<file path="src/rtl/apple_gen_scan.sv">
// rtl/apple_gen_scan.sv - apple placer: LFSR start cell, raster scan of the occupancy map
module apple_gen_scan #(
    parameter int                COORD_W   = 6,
    parameter int                WIDTH     = 40,
    parameter int                HEIGHT    = 30,
    parameter int                NUM_EXCL  = 2,
    parameter int                LFSR_W    = 16,
    parameter logic [LFSR_W-1:0] LFSR_SEED = 16'hACE1
) (
    input  logic                         clk_25M,
    input  logic                         rst,
    input  logic                         req,
    input  logic [NUM_EXCL*COORD_W-1:0]  excl_x,
    input  logic [NUM_EXCL*COORD_W-1:0]  excl_y,
    output logic [COORD_W-1:0]           rd_x,
    output logic [COORD_W-1:0]           rd_y,
    input  logic                         rd_data,
    output logic                         busy,
    output logic                         done,
    output logic                         fail,
    output logic [COORD_W-1:0]           apple_x,
    output logic [COORD_W-1:0]           apple_y
);
    localparam int CELLS = WIDTH * HEIGHT;
    localparam int CNT_W = $clog2(CELLS + 1);
    localparam logic [CNT_W-1:0]   CELLS_C = CNT_W'(CELLS);
    localparam logic [CNT_W-1:0]   LAST_C  = CNT_W'(CELLS - 1);
    localparam logic [COORD_W-1:0] X_LAST  = COORD_W'(WIDTH - 1);
    localparam logic [COORD_W-1:0] Y_LAST  = COORD_W'(HEIGHT - 1);
    // Right-shifting Galois feedback masks for maximal-length sequences
    localparam logic [63:0] TAPS64 = (LFSR_W == 12) ? 64'h0000_0E08 :
                                     (LFSR_W == 20) ? 64'h0009_0000 :
                                     (LFSR_W == 24) ? 64'h00E1_0000 :
                                     (LFSR_W == 32) ? 64'hA300_0000 : 64'h0000_B400;
    localparam logic [LFSR_W-1:0] TAPS = TAPS64[LFSR_W-1:0];

    typedef enum logic [1:0] {S_IDLE, S_SCAN, S_DONE} state_t;

    state_t              r_state;
    logic [LFSR_W-1:0]   r_lfsr;
    logic [COORD_W-1:0]  r_rd_x, r_rd_y;
    logic [COORD_W-1:0]  r_d_x, r_d_y;
    logic                r_d_vld, r_rd_new;
    logic [CNT_W-1:0]    r_issued, r_checked;
    logic                r_busy, r_done, r_fail;
    logic [COORD_W-1:0]  r_apple_x, r_apple_y;

    logic [COORD_W-1:0]  w_sx_raw, w_sy_raw, w_sx, w_sy;
    logic [COORD_W-1:0]  w_nx, w_ny;
    logic                w_excl, w_hit;

    always_comb begin
        w_sx_raw = r_lfsr[COORD_W-1:0];
        w_sy_raw = r_lfsr[2*COORD_W-1:COORD_W];
        w_sx = ({1'b0, w_sx_raw} >= (COORD_W+1)'(WIDTH))  ? w_sx_raw - COORD_W'(WIDTH)  : w_sx_raw;
        w_sy = ({1'b0, w_sy_raw} >= (COORD_W+1)'(HEIGHT)) ? w_sy_raw - COORD_W'(HEIGHT) : w_sy_raw;
    end

    always_comb begin
        w_nx = r_rd_x + COORD_W'(1);
        w_ny = r_rd_y;
        if (r_rd_x == X_LAST) begin
            w_nx = '0;
            w_ny = (r_rd_y == Y_LAST) ? '0 : r_rd_y + COORD_W'(1);
        end
    end

    // Exclusion needs both coordinates of the same entry to match
    always_comb begin
        w_excl = 1'b0;
        for (int i = 0; i < NUM_EXCL; i++) begin
            if (excl_x[i*COORD_W +: COORD_W] == r_d_x && excl_y[i*COORD_W +: COORD_W] == r_d_y)
                w_excl = 1'b1;
        end
        w_hit = r_d_vld && !rd_data && !w_excl;
    end

    always_ff @(posedge clk_25M) begin
        if (!rst) begin
            r_state   <= S_IDLE;
            r_lfsr    <= LFSR_SEED;
            r_rd_x    <= '0;
            r_rd_y    <= '0;
            r_d_x     <= '0;
            r_d_y     <= '0;
            r_d_vld   <= 1'b0;
            r_rd_new  <= 1'b0;
            r_issued  <= '0;
            r_checked <= '0;
            r_busy    <= 1'b0;
            r_done    <= 1'b0;
            r_fail    <= 1'b0;
            r_apple_x <= '0;
            r_apple_y <= '0;
        end else begin
            r_lfsr <= {1'b0, r_lfsr[LFSR_W-1:1]} ^ (r_lfsr[0] ? TAPS : '0);
            case (r_state)
                S_IDLE: begin
                    if (req) begin
                        r_rd_x    <= w_sx;
                        r_rd_y    <= w_sy;
                        r_issued  <= CNT_W'(1);
                        r_checked <= '0;
                        r_rd_new  <= 1'b1;
                        r_d_vld   <= 1'b0;
                        r_busy    <= 1'b1;
                        r_state   <= S_SCAN;
                    end
                end
                S_SCAN: begin
                    // rd_data now answers the address issued last cycle; move it to the check stage
                    r_d_x   <= r_rd_x;
                    r_d_y   <= r_rd_y;
                    r_d_vld <= r_rd_new;
                    if (r_issued < CELLS_C) begin
                        r_rd_x   <= w_nx;
                        r_rd_y   <= w_ny;
                        r_issued <= r_issued + CNT_W'(1);
                        r_rd_new <= 1'b1;
                    end else begin
                        r_rd_new <= 1'b0;
                    end
                    if (r_d_vld) begin
                        r_checked <= r_checked + CNT_W'(1);
                        if (w_hit) begin
                            r_apple_x <= r_d_x;
                            r_apple_y <= r_d_y;
                            r_done    <= 1'b1;
                            r_state   <= S_DONE;
                        end else if (r_checked == LAST_C) begin
                            r_fail  <= 1'b1;
                            r_done  <= 1'b1;
                            r_state <= S_DONE;
                        end
                    end
                end
                S_DONE: begin
                    r_done  <= 1'b0;
                    r_fail  <= 1'b0;
                    r_busy  <= 1'b0;
                    r_state <= S_IDLE;
                end
                default: r_state <= S_IDLE;
            endcase
        end
    end

    assign rd_x    = r_rd_x;
    assign rd_y    = r_rd_y;
    assign busy    = r_busy;
    assign done    = r_done;
    assign fail    = r_fail;
    assign apple_x = r_apple_x;
    assign apple_y = r_apple_y;
endmodule

</file>
<file path="config.mk">
export PLATFORM = sky130hd
export DESIGN_NAME = apple_gen_scan
export DESIGN_NICKNAME = d
export VERILOG_FILES = /design/src/rtl/apple_gen_scan.sv
export SDC_FILE = /design/constraint.sdc
export NUM_CORES = 1
export LEC_CHECK = 0
export ABC_AREA = 1
export BUFFER_PORTS_ARGS = -buffer_cell sky130_fd_sc_hd__buf_2
export CORE_UTILIZATION = 30
export CTS_CLUSTER_SIZE = 14
export DETAILED_ROUTE_END_ITERATION = 10
export HOLD_SLACK_MARGIN = 0.08
export RECOVER_POWER = 50
export SYNTH_ARGS = -nofsm -noshare
export SYNTH_HDL_FRONTEND = slang
export SYNTH_SLANG_ARGS = --single-unit
</file>
<file path="constraint.sdc">
create_clock -name clk_25M -period 2.4 [get_ports clk_25M]
set_input_delay 0.12 -clock clk_25M [delete_from_list [all_inputs] [get_ports clk_25M]]
set_output_delay 0.12 -clock clk_25M [all_outputs]
set_load 0.02 [all_outputs]
</file>
==> impl_metrics.json <==
{
  "status": "finished clean",
  "finalSetupTns_ns": 0,
  "antenna_cells": 0,
  "mappedNetlistArea_sq_um": 4101,
  "cp_num_buf_inv": 3,
  "syn-num-nets": 636,
  "io_buffers": 54,
  "critPathKind": "reg2reg",
  "postLayoutCoreUtil": 0.3602,
  "cts_root_buf": "clkbuf_16",
  "hold_buffers": 0,
  "stdcell_area_sq_um": 4790,
  "rr_startpoint": "r_state[0]",
  "seq_area_sq_um": 1622,
  "avgSynthCellArea_sq_um": 6.824,
  "power_mw": 3.375,
  "path_clk_slew_ns": 0.06,
  "placed_area_sq_um": 4528,
  "crit_path_max_incr_delay_ns": 0.37,
  "overflow": 0,
  "drive_gt1_frac": 0.1018,
  "grt.total_usage": 0.1391,
  "cts-htree-levels": 3,
  "dieArea_sq_um": 14140,
  "worstHoldEndpoint": "busy",
  "wl_per_cell_um": 11.28,
  "cp_data_required_time_ns": 2.68,
  "cts_tree": "done",
  "synth-compound-area-share": 0.1315,
  "finalWorstSetupSlack_ns": 0.6254,
  "dr.pass1.iters": 4,
  "rows": 42,
  "via_per_inst": 4.356,
  "ys_ff_latch": 81,
  "period_needed_ns": 1.775,
  "maxCapViolations": 0,
  "finalHoldViolations": 0,
  "cts_buffers": 9,
  "post_cts_resize_count": 0,
  "relSlewSlack": 0.5797,
  "worst_slew_pin_slew_ns": 0.6298,
  "gp_congestion": 0.8236,
  "synth.yosys.seq_area_share": 0.3954,
  "synth-xor-area-share": 0.04484,
  "fin_crit_sh": 0.7394,
  "regToRegEndpoint": "r_state[0]",
  "cpMostUsedCell": "inv_1",
  "place_hpwl_um": 6751,
  "path_cells": "inv_1, nor2_8, inv_1, a21oi_1, nand2_1, nand3_1, nand2_1, inv_1",
  "fp.coreArea_sq_um": 13300,
  "endpoint_kind": "flip-flop",
  "route.detailed.drc": 0,
  "cp.arrival_ns": 2.05,
  "report.final.setup_viol": 0,
  "antenna_found_initial": 0,
  "wirelength_um": 9405,
  "reg2regPathDepth": 8,
  "slew_viol_final": 0,
  "drt_iter0_drc": 248,
  "final_antenna_net_count": 0,
  "grt_max_degree": 48,
  "dpl_worst_slack_ns": 0.6247,
  "reg2reg_setup_slack_ns": 0.63,
  "dieWidth_um": 118.9,
  "max_freq_ghz": 0.5635,
  "cpMaxStageDelayCell": "inv_1",
  "area_delta_synth_final_pct": 16.78,
  "first_global_vias": 3213,
  "power_density_nw_per_um2": 704.6,
  "num-nets-final": 688,
  "post-cts-setup-buffer-count": 0,
  "yosysWarnings": 0,
  "netlist_instances": 601,
  "grt_pass1_wl_um": 15690,
  "clock-sinks": 81,
  "cts.path.max_buffers": 2,
  "min_path_type": "in2reg",
  "p_leak_nw": 2.188,
  "synth_cell_types": 39,
  "vias": 3633,
  "hold_start": "req",
  "synth-simple-area-share": 0.3045,
  "ioPinCount": 55,
  "cp_max_fo": 21,
  "grt_setup_unrepaired": "no",
  "die_h_um": 118.9,
  "synth_adder_area_share": 0.02135,
  "fillCellCount": 1431,
  "worstHoldPathCells": 3,
  "clk_latency_ns": 0.33,
  "skew_ns": 0.008707,
  "ir_drop_mv": 0.3525,
  "start_util": 0.3085,
  "crit_family": "buffers and inverters",
  "worst_setup_path_start_kind": "flip-flop",
  "synth_top_family_by_area": "simple AND/OR/NAND/NOR gates",
  "multi_input_area_sq_um": 2047,
  "synth.mux.area_fraction": 0
}
## kinds of logic after synthesis
logic type / Yosys count
simple gates: 287
flops: 81
xor+xnor: 21
buf+inv: 105
compound gates: 100
fa+ha+maj: 7
## per-stage QoR
step,cells,hold slack [ns]
finish,834,0.1098
CTS,834,0.09964
global placement,818,0.3988
detailed placement,818,0.3989
floorplan,601,0.2800
global route,834,0.1415
## metal layers
metal / up-vias / global-route usage / routed length [um]
met2: 72 / 0.1977 / 3910
met4: 0 / 0.06013 / 118
met1: 1569 / 0.1993 / 4971
li1: 1985 / - / -
met5: - / 0 / 0
met3: 7 / 0.03065 / 405
## registers in the layout, indices dropped and copies added (netlist names)
name and flops:
fail 1, apple_y 6, r_d_vld 1, r_state 2, r_checked 11, rd_y 6
done 1, r_issued 11, r_rd_new 1, busy 1, r_d_x 6, r_d_y 6
r_lfsr 16, apple_x 6, rd_x 6
## cell usage in the layout, fill, tap and decap left out, drive strengths merged, types with 2 or more instances in the layout
master and count:
nor3 10, o211ai 2, xor2 8, nand4 3
clkbuf 42, o21ai 39, a31oi 3, or2 3
a211oi 2, a21oi 51, nor2 86, ha 7
xnor2 13, nand3 19, nand2 163, dfxtp 81
buf 29, inv 89
## worst register-to-register path, delay by kind of cell (launching register included)
| family | cells | cell delay [ns] |
|---|---|---|
| buf+inv | 3 | 0.56 |
| simple gates | 4 | 0.53 |
| flops | 1 | 0.36 |
| compound gates | 1 | 0.27 |
## report_power, final
| group | switching [mW] | leakage [nW] | internal, mW |
|---|---|---|---|
| clock | 0.521 | 0.153 | 0.890 |
| combinational | 0.295 | 1.37 | 0.159 |
| sequential | 0.0894 | 0.663 | 1.42 |
## synthesized netlist by cell type
master,instances,area [sq um]
a211oi_1,2,15.01
a21o_1,1,7.510
a21oi_1,50,250.2
a21oi_4,1,16.27
a31oi_1,3,18.77
and3_1,1,6.260
buf_1,1,3.750
buf_2,3,15.01
buf_4,2,15.01
buf_6,2,22.52
clkbuf_1,8,30.03
dfxtp_1,81,1622
ha_1,7,87.58
inv_1,84,315.3
inv_2,5,18.77
nand2_1,157,589.3
nand2_2,3,18.77
nand2_4,3,33.78
nand3_1,15,75.07
nand3_2,4,40.04
nand3b_1,1,7.510
nand4_1,2,12.51
nand4_4,1,21.27
nor2_1,81,304.0
nor2_2,1,6.260
nor2_4,3,33.78
nor2_8,1,20.02
nor3_1,9,45.04
nor3_2,1,10.01
nor4_1,1,6.260
o211ai_1,1,7.510
o211ai_2,1,12.51
o21ai_0,37,185.2
o21ai_1,2,10.01
o22ai_1,1,6.260
o311a_1,1,10.01
or2_2,3,18.77
xnor2_1,13,113.9
xor2_1,8,70.07
## worst max-delay path by stage
stage | slack [ns] | startpoint | to | cells past startpoint
global route | 0.42 | r_state[0] | done | 7
global placement | 0.66 | rd_x[1] | rd_y[2] | 8
CTS | 0.61 | r_state[0] | r_state[0] | 8
floorplan | 0.85 | rd_x[0] | rd_y[2] | 8
detailed placement | 0.62 | r_state[0] | r_state[1] | 7
finish | 0.63 | r_state[0] | r_state[0] | 8
## layout make-up
type	count	share of cell area
multi-input combinational	415	0.4274
tap	176	0.04598
timing repair buffer	57	0.05381
inverter	89	0.06975
clock buffer	14	0.05721
clock inverter	2	0.007315
sequential	81	0.3386
(Power assumes the default switching activity.)
